--- src/rtl/mips_pkg.sv ---
`default_nettype none
// ============================================================
// mips_pkg : shared types and constants for the fetch stage
// Rev 1.0
// ============================================================
package mips_pkg;

  localparam logic [31:0] NOP_INSTR  = 32'h0000_0000;
  localparam int          WORD_BYTES = 4;

  typedef enum logic [1:0] {
    BOOT  = 2'd0,
    FETCH = 2'd1,
    HOLD  = 2'd2
  } fetch_state_e;

endpackage
`default_nettype wire

--- src/rtl/if_skid_buf.sv ---
`default_nettype none
// ============================================================
// if_skid_buf : one-entry {pc, instr} buffer, load/drain/clear
// Rev 1.0
// ============================================================
module if_skid_buf
  import mips_pkg::*;
#(
  parameter int ADDR_W = 32
) (
  input  logic              clk,
  input  logic              rst,
  input  logic              i_load,
  input  logic              i_drain,
  input  logic              i_clear,
  input  logic [ADDR_W-1:0] i_pc,
  input  logic [31:0]       i_instr,
  output logic              o_valid,
  output logic [ADDR_W-1:0] o_pc,
  output logic [31:0]       o_instr
);

  logic              r_valid;
  logic [ADDR_W-1:0] r_pc;
  logic [31:0]       r_instr;

  always_ff @(posedge clk) begin
    if (rst) begin
      r_valid <= 1'b0;
      r_pc    <= '0;
      r_instr <= NOP_INSTR;
    end else begin
      if (i_clear || i_drain) begin
        r_valid <= 1'b0;
      end else if (i_load) begin
        r_valid <= 1'b1;
      end
      if (i_load) begin
        r_pc    <= i_pc;
        r_instr <= i_instr;
      end
    end
  end

  assign o_valid = r_valid;
  assign o_pc    = r_pc;
  assign o_instr = r_instr;

endmodule
`default_nettype wire

--- src/rtl/if_fetch_stage.sv ---
`default_nettype none
// ============================================================
// if_fetch_stage : PC owner, imem req/ack fetch, stall/redirect
// Rev 1.0
// ============================================================
module if_fetch_stage
  import mips_pkg::*;
#(
  parameter int                ADDR_W   = 32,
  parameter logic [ADDR_W-1:0] RESET_PC = '0
) (
  input  logic              clk,
  input  logic              rst,
  output logic              o_imem_req,
  output logic [ADDR_W-1:0] o_imem_addr,
  input  logic              i_imem_ack,
  input  logic [31:0]       i_imem_rdata,
  input  logic              i_stall,
  input  logic              i_redirect,
  input  logic [ADDR_W-1:0] i_redirect_pc,
  output logic [ADDR_W-1:0] o_if_pc,
  output logic [ADDR_W-1:0] o_if_pc4,
  output logic [31:0]       o_if_instr,
  output logic              o_if_valid
);

  localparam logic [ADDR_W-1:0] c_word_step  = ADDR_W'(WORD_BYTES);
  localparam logic [ADDR_W-1:0] c_align_mask = ADDR_W'(WORD_BYTES - 1);

  fetch_state_e      r_state, w_state_nxt;
  logic [ADDR_W-1:0] r_pc, r_addr, r_if_pc, r_if_pc4;
  logic [31:0]       r_if_instr;
  logic              r_req, r_squash, r_if_valid;

  logic [ADDR_W-1:0] w_pc_nxt, w_addr_nxt, w_if_pc_nxt, w_if_pc4_nxt, w_tgt;
  logic [31:0]       w_if_instr_nxt;
  logic              w_squash_nxt, w_if_valid_nxt, w_ack, w_free;
  logic              w_skid_load, w_skid_drain, w_skid_clear, w_skid_valid;
  logic [ADDR_W-1:0] w_skid_pc;
  logic [31:0]       w_skid_instr;

  assign w_ack  = i_imem_ack && r_req;
  assign w_free = !(r_if_valid && i_stall);
  assign w_tgt  = i_redirect_pc & ~c_align_mask;

  always_ff @(posedge clk) begin
    if (rst) r_state <= BOOT;
    else     r_state <= w_state_nxt;
  end

  always_comb begin
    w_state_nxt = r_state;
    case (r_state)
      BOOT:    w_state_nxt = FETCH;
      FETCH:   if (!i_redirect && w_ack && !r_squash && !w_free) w_state_nxt = HOLD;
      HOLD:    if (i_redirect || w_free) w_state_nxt = FETCH;
      default: w_state_nxt = BOOT;
    endcase
  end

  // r_pc holds the pending redirect target while a squashed request drains
  always_comb begin
    w_pc_nxt       = r_pc;
    w_addr_nxt     = r_addr;
    w_squash_nxt   = r_squash;
    w_if_pc_nxt    = r_if_pc;
    w_if_pc4_nxt   = r_if_pc4;
    w_if_instr_nxt = r_if_instr;
    w_if_valid_nxt = r_if_valid;
    w_skid_load    = 1'b0;
    w_skid_drain   = 1'b0;
    w_skid_clear   = 1'b0;
    case (r_state)
      BOOT: begin
        if (i_redirect) begin
          w_pc_nxt       = w_tgt;
          w_addr_nxt     = w_tgt;
          w_if_valid_nxt = 1'b0;
          w_if_instr_nxt = NOP_INSTR;
        end else begin
          w_addr_nxt = r_pc;
        end
      end
      FETCH: begin
        if (i_redirect) begin
          w_pc_nxt       = w_tgt;
          w_if_valid_nxt = 1'b0;
          w_if_instr_nxt = NOP_INSTR;
          if (w_ack) begin
            w_addr_nxt   = w_tgt;
            w_squash_nxt = 1'b0;
          end else begin
            w_squash_nxt = 1'b1;
          end
        end else if (w_ack && r_squash) begin
          w_addr_nxt   = r_pc;
          w_squash_nxt = 1'b0;
        end else if (w_ack && w_free) begin
          w_if_pc_nxt    = r_addr;
          w_if_pc4_nxt   = r_addr + c_word_step;
          w_if_instr_nxt = i_imem_rdata;
          w_if_valid_nxt = 1'b1;
          w_addr_nxt     = r_addr + c_word_step;
        end else if (w_ack) begin
          w_skid_load = 1'b1;
        end else if (w_free) begin
          w_if_valid_nxt = 1'b0;
        end
      end
      HOLD: begin
        if (i_redirect) begin
          w_skid_clear   = 1'b1;
          w_pc_nxt       = w_tgt;
          w_addr_nxt     = w_tgt;
          w_squash_nxt   = 1'b0;
          w_if_valid_nxt = 1'b0;
          w_if_instr_nxt = NOP_INSTR;
        end else if (w_free) begin
          w_skid_drain   = 1'b1;
          w_if_pc_nxt    = w_skid_pc;
          w_if_pc4_nxt   = w_skid_pc + c_word_step;
          w_if_instr_nxt = w_skid_instr;
          w_if_valid_nxt = w_skid_valid;
          w_addr_nxt     = w_skid_pc + c_word_step;
        end
      end
      default: ;
    endcase
  end

  always_ff @(posedge clk) begin
    if (rst) begin
      r_pc       <= RESET_PC;
      r_addr     <= RESET_PC;
      r_req      <= 1'b0;
      r_squash   <= 1'b0;
      r_if_pc    <= RESET_PC;
      r_if_pc4   <= RESET_PC + c_word_step;
      r_if_instr <= NOP_INSTR;
      r_if_valid <= 1'b0;
    end else begin
      r_pc       <= w_pc_nxt;
      r_addr     <= w_addr_nxt;
      r_req      <= (w_state_nxt == FETCH);
      r_squash   <= w_squash_nxt;
      r_if_pc    <= w_if_pc_nxt;
      r_if_pc4   <= w_if_pc4_nxt;
      r_if_instr <= w_if_instr_nxt;
      r_if_valid <= w_if_valid_nxt;
    end
  end

  if_skid_buf #(.ADDR_W(ADDR_W)) u_skid (
    .clk     (clk),
    .rst     (rst),
    .i_load  (w_skid_load),
    .i_drain (w_skid_drain),
    .i_clear (w_skid_clear),
    .i_pc    (r_addr),
    .i_instr (i_imem_rdata),
    .o_valid (w_skid_valid),
    .o_pc    (w_skid_pc),
    .o_instr (w_skid_instr)
  );

  assign o_imem_req  = r_req;
  assign o_imem_addr = r_addr;
  assign o_if_pc     = r_if_pc;
  assign o_if_pc4    = r_if_pc4;
  assign o_if_instr  = r_if_instr;
  assign o_if_valid  = r_if_valid;

endmodule
`default_nettype wire
--- config.mk ---
export PLATFORM = sky130hd
export DESIGN_NAME = if_fetch_stage
export DESIGN_NICKNAME = d
export VERILOG_FILES = /design/src/rtl/mips_pkg.sv /design/src/rtl/if_skid_buf.sv /design/src/rtl/if_fetch_stage.sv
export SDC_FILE = /design/constraint.sdc
export NUM_CORES = 1
export LEC_CHECK = 0
export CAP_MARGIN = 40
export CORE_MARGIN = 2
export CORE_UTILIZATION = 54
export CTS_CLUSTER_SIZE = 25
export DETAILED_ROUTE_END_ITERATION = 10
export PLACE_DENSITY = 0.81
export SETUP_SLACK_MARGIN = 0.02
export SLEW_MARGIN = 25
export SYNTH_ARGS = -nofsm -noshare
export SYNTH_HDL_FRONTEND = slang
export SYNTH_HIERARCHICAL = 1
export SYNTH_SLANG_ARGS = --single-unit
--- constraint.sdc ---
create_clock -name clk -period 2.9 [get_ports clk]
set_clock_uncertainty 0.05 [all_clocks]
set_input_delay 0.58 -clock clk [delete_from_list [all_inputs] [get_ports clk]]
set_output_delay 0.58 -clock clk [all_outputs]
set_load 0.01 [all_outputs]
After elaboration in Yosys (flattened, before gate mapping)
Cells that the tools add are included.

operators by class
  add/subtract/negate cells = 2
  $mul = 0
  divide/modulo/power cells = 0
  order comparisons = 0
  eq/ne operators = 18
  shifts and indexed selects = 0
  multiplexer cells = 51
  bitwise logic cells = 0
  reductions and logical operators = 22

operators with widths
  cell                   number
  $mux 32                21
  $pmux 32 s3            2
  $pmux 32 s2            2
  $add 32x3->32 const B  2
  $mux 1                 21
  $ne 3x3->1 const B     5
  $ne 2x2->1 const B     7
  $ne 4x4->1 const B     3
  $reduce_and 6->1       2
  $logic_and 1x1->1      7
  $pmux 2 s3             1
  $reduce_and 5->1       1
  $eq 2x1->1 const B     2
  $mux 2                 2
  $reduce_and 4->1       1
  $logic_not 1->1        3
  $pmux 1 s3             1
  $reduce_and 3->1       1
  $reduce_bool 3->1      1
  $reduce_or 3->1        1
  $eq 2x2->1 const B     1
  $logic_not 2->1        1
  $logic_or 1x1->1       2
  $pmux 1 s2             1
  2 further kinds        2

storage, ports and cells
  flip-flop bits (word level) = 230
  bits in latches = 0
  RAM bits = 0
  bits in read-only memories = 0
  bits of input ports = 69
  output and inout bits = 130
  logic and storage cells = 105
  memories = 0

Longest topological paths before layout
Gate-level depths: netlist (run 1).

  depth after elaboration = 7
  gate-level depth with buffers = 11
  gate-level depth less buffers = 8

Modules after synthesis
Netlist (run 1), hierarchy kept.

modules (own cells, without submodules)
  module          instances  cells each  area each (um^2)  sequential area each (um^2)
  if_fetch_stage  1          1217        9609.2            3263.1
  if_skid_buf     1          209         2302.2            1301.2

Worst setup path before layout (run 1)
Ideal clock, no wire load.

  path type = register to register
  start = reg r_state[0]
  end = reg r_addr[28], in the netlist o_imem_addr[28]
  setup time = 0.096 ns
  arrival time = 2.254 ns
  data required time = 2.754 ns
  setup slack = 0.501 ns
  stages on the path, launching flop included = 11
  buffers on the path = 4
  clock period less this slack = 2.399 ns
  cell sequence = dfxtp_1 -> inv_1 -> ha_1 -> buf_2 -> nor2b_1 -> buf_2 -> a221oi_2 -> o21ai_1 -> buf_2 -> buf_2 -> o41ai_2

on the way
  word-level cells in the longest chain between the ends = 3
  elaborated cells between the ends (all ways) = 9
  those cells by class = eq/ne: 5; mux: 1; reduce/logical: 3

ends and longest elaborated chain
  item                                          line                   RTL
  start: declaration                            if_fetch_stage.sv:30   fetch_state_e r_state, w_state_nxt;
  start signal: assignment                      if_fetch_stage.sv:48   else r_state <= w_state_nxt;
  $eq 2x1->1 (tied with other cells)            if_fetch_stage.sv:73   case (r_state)
  $ne 4x4->1 (no line) (tied with other cells)  n/a
  $reduce_and 4->1 (no line)                    n/a
  end signal: assignment                        if_fetch_stage.sv:143  r_addr <= w_addr_nxt;
  end: declaration                              if_fetch_stage.sv:31   logic [ADDR_W-1:0] r_pc, r_addr, r_if_pc, r_if_pc4;

Parallel ways exist; a longest one is shown, timed or not.
A chain may end at the register's enable or synchronous reset.

Worst setup path in the final report (run 1)
  start = reg r_state[1]
  end = reg r_addr[22], in the netlist o_imem_addr[22]

The elaborated chain is that of the path after synthesis.

==> results of run 1 <==
[state kept, by name, summed over array words and instances, names as in the netlist]
signal,flops
o_if_pc,32
u_skid/o_instr,32
r_state,2
o_imem_req,1
o_if_instr,32
u_skid/o_pc,32
o_if_valid,1
r_pc,32
o_imem_addr,32
r_squash,1
u_skid/o_valid,1
o_if_pc4,30
[power by group through the flow]
stage	Combinational [mW]	Clock, mW	Sequential [mW]
2_1_floorplan	0.549	0	3.41
3_3_place_gp	1.07	0	3.39
3_5_place_dp	1.09	0	3.39
4_1_cts	1.09	2.99	3.32
5_1_grt	1.18	3.12	3.33
6_report	1.11	2.97	3.32
[critical path, delay by kind of cell, from the launching register on]
| family | cells | cell delay (ns) |
|---|---|---|
| AOI/OAI and AO/OA | 2 | 0.82 |
| and+or+nand+nor | 3 | 0.48 |
| buffers and inverters | 2 | 0.46 |
| adders and majority gates | 1 | 0.44 |
| DFF | 1 | 0.36 |
[worst min-delay path by stage]
stage / startpoint / to / slack (ns) / cells past startpoint
floorplan: r_pc[3] / r_pc[3] / 0.39 / 2
global placement: o_if_pc4[2] / o_if_pc4[2] / 0.38 / 2
detailed placement: o_if_pc4[6] / o_if_pc4[6] / 0.40 / 2
CTS: o_if_pc4[6] / o_if_pc4[6] / 0.40 / 2
global route: o_if_instr[6] / o_if_instr[6] / 0.43 / 2
finish: o_if_pc4[13] / o_if_pc4[13] / 0.40 / 2
[layout make-up]
class	count	share of cell area [%]
multi-input combinational	1061	44.55
sequential	228	30.16
timing repair buffer	282	17.87
clock buffer	34	4.489
tap	280	2.315
inverter	13	0.3224
clock inverter	4	0.2976
[metal layers]
metal	share of wire, %	up-vias	wire length, µm
met5	0	-	0
met4	3.7	0	1433
met3	9.2	108	3536
met2	46	621	17420
met1	41	5540	15890
li1	-	5483	-
[synthesized netlist by cell type (18+ instances only)]
| master | count | area share [%] |
|---|---|---|
| nand3b_1 | 18 | 1.1 |
| clkbuf_1 | 81 | 2.6 |
| dfxtp_1 | 228 | 38 |
| mux2i_1 | 129 | 11 |
| nand3_1 | 69 | 2.9 |
| a21oi_1 | 129 | 5.4 |
| a221oi_1 | 18 | 1.3 |
| nand2_1 | 184 | 5.8 |
| a211oi_1 | 49 | 3.1 |
| xor2_1 | 24 | 1.8 |
| a22o_1 | 32 | 2.4 |
| nor3_1 | 22 | 0.92 |
| o21ai_0 | 39 | 1.6 |
| nor2_1 | 139 | 4.4 |
| xnor2_1 | 32 | 2.4 |
[kinds of logic (layout without fill, tap and decap cells)]
kind of cell    after synthesis  in the layout
simple gates                529            529
flops                       228            228
fa+ha+maj                     7              7
buf+inv                     137            333
mux                         132            132
compound gates              337            337
xor+xnor                     56             56
==> results_dict.tcl, run 1 <==
set metrics [dict create \
    synthArstFlopShare_pct 0 \
    grt_pass1_vias 11103 \
    critPathRequiredTime_ns 3.27 \
    cap_violations 0 \
    die_h_um 152.5 \
    cts_tree "done" \
    setup.worst_path.class "reg2reg" \
    utilization_pct 69.57 \
    antenna_found_initial 0 \
    p_total_mw 7.402 \
    clock.fmax_mhz 369.6 \
    fin_setup_tns_ns 0 \
    placed_area_um2 14410 \
    drive_above_1_share_pct 9.371 \
    drt-vias-per-instance 6.179 \
    syn_nets 1502 \
    synth_top_family_by_area "simple AND/OR/NAND/NOR gates" \
    fin_crit_ns 2.706 \
    clk_latency_ns 0.53 \
    clk_pin_slew_ns 0.07 \
    cts.sink_count 228 \
    power.switching_mw 1.993 \
    critPathLaunch "r_state[1]" \
    p_seq_share_pct 44.9 \
    final_area_um2 15130 \
    clockBufferDepth 3 \
    grt_overflow_total 0 \
    rsz0062_at_grt "false" \
    avgSynthCellArea_um2 8.353 \
    die_w_um 152.5 \
    n_antenna_cell 0 \
    cp_cell_sequence "inv_1 -> ha_1 -> nor2b_2 -> nand2_1 -> o21ai_4 -> buf_4 -> nor2_1 -> a311oi_1" \
    critPathLaunchType "register" \
    gp_congestion 0.9816 \
    r2r_start "r_state[1]" \
    initial_core_util_pct 54.75 \
    relSlewSlack_pct 53.28 \
    hold_viol_final 0 \
    synth_area_um2 11910 \
    synth-simple-area-share_pct 21.46 \
    ys_ff_latch 228 \
    cts_hold_buf 0 \
    core.rowCount 54 \
    slew_violations 0 \
    dpl.cell_count 1864 \
    drc 0 \
    drtIter0Drc 1145 \
    peakVddDrop_mv 0.3866 \
    multi_input_area_um2 6743 \
    design.die.area_um2 23260 \
    grt_pass1_wl_mm 60.17 \
    cts_buffers 24 \
    met1_usage_pct 41.78 \
    tightest_slew_ns 0.7008 \
    ant_nets 0 \
    setup_viol 0 \
    avgRoutedWirePerCell_um 20.13 \
    seq_area_um2 4564 \
    switching_share_pct 26.92 \
    layout_common_cells "228 x dfxtp_1, 194 x clkdlybuf4s50_1, 184 x nand2_1, 138 x nor2_1, 129 x mux2i_1" \
    internal_power_mw 5.409 \
    n_fill_cell 1797 \
    io_pins 199 \
    met3_usage_pct 6.172 \
    synth_cell_type_count 74 \
    cellPowerDensity_nw_per_um2 489.1 \
    post-cts-setup-buffers 0 \
    synth-xor-area-share_pct 4.118 \
    synth_edf_count 0 \
    p_comb_share_pct 15.0 \
    syn_inst 1426 \
    slowest_stage "o21ai_4" \
    fin_cells 1902 \
    via_count 11752 \
    area_delta_synth_final_pct 27.06 \
    r2r-end "o_imem_addr[22]" \
    root_buffer "clkbuf_16" \
    fin_ws_ns 0.1942 \
    ys_warn_count 6 \
    final_common_cell "dfxtp_1" \
    cts_htree_levels 1 \
    hpwl_mm 26.15 \
    arrival_ns 3.07 \
    cp-end-kind "register" \
    nets 1686 \
    p_clk_share_pct 40.1 \
    grt.busiest_layer "met2" \
    r2r_slack_ns 0.19 \
    hold_slack_ns 0.4038 \
    critPathMaxFanout 19 \
    status "complete, no violations" \
    track_usage_pct 31.33 \
    period_share_pct 93.30 \
    seq_area_frac_synth_pct 38.32 \
    cts_resized 0 \
    worstRegToRegCells 8 \
    synth-compound-area-share_pct 18.77 \
    totalWireLength_mm 38.28 \
    leakage_nw 5.285 \
    ys.flop_type "dfxtp_1" \
    hp-class "reg2reg" \
    grt_start_max_net_pins 88 \
    portBuffers 196 \
    synthAdderAreaFrac_pct 0.7353 \
    grt_use_met2_pct 50.19 \
    post-place-ws_ns 0.06356 \
    crit_end "o_imem_addr[22]" \
    coreArea_um2 21760 \
    muxShareOfSynthArea_pct 11.12 \
    firstDrtPassIters 6 \
    max_stage_delay_ns 0.57 \
]
(Power assumes the default switching activity.)
==> run 2: changes to the inputs <==
--- a/config.mk
+++ b/config.mk
@@ -8,7 +8,7 @@
 export CAP_MARGIN = 40
 export CORE_MARGIN = 2
 export CORE_UTILIZATION = 54
-export CTS_CLUSTER_SIZE = 25
+export CTS_CLUSTER_SIZE = 40
 export DETAILED_ROUTE_END_ITERATION = 10
 export PLACE_DENSITY = 0.81
 export SETUP_SLACK_MARGIN = 0.02
==> results of run 2 <==
Same layout as run 1: the final DEF is identical, and so are final timing and power.
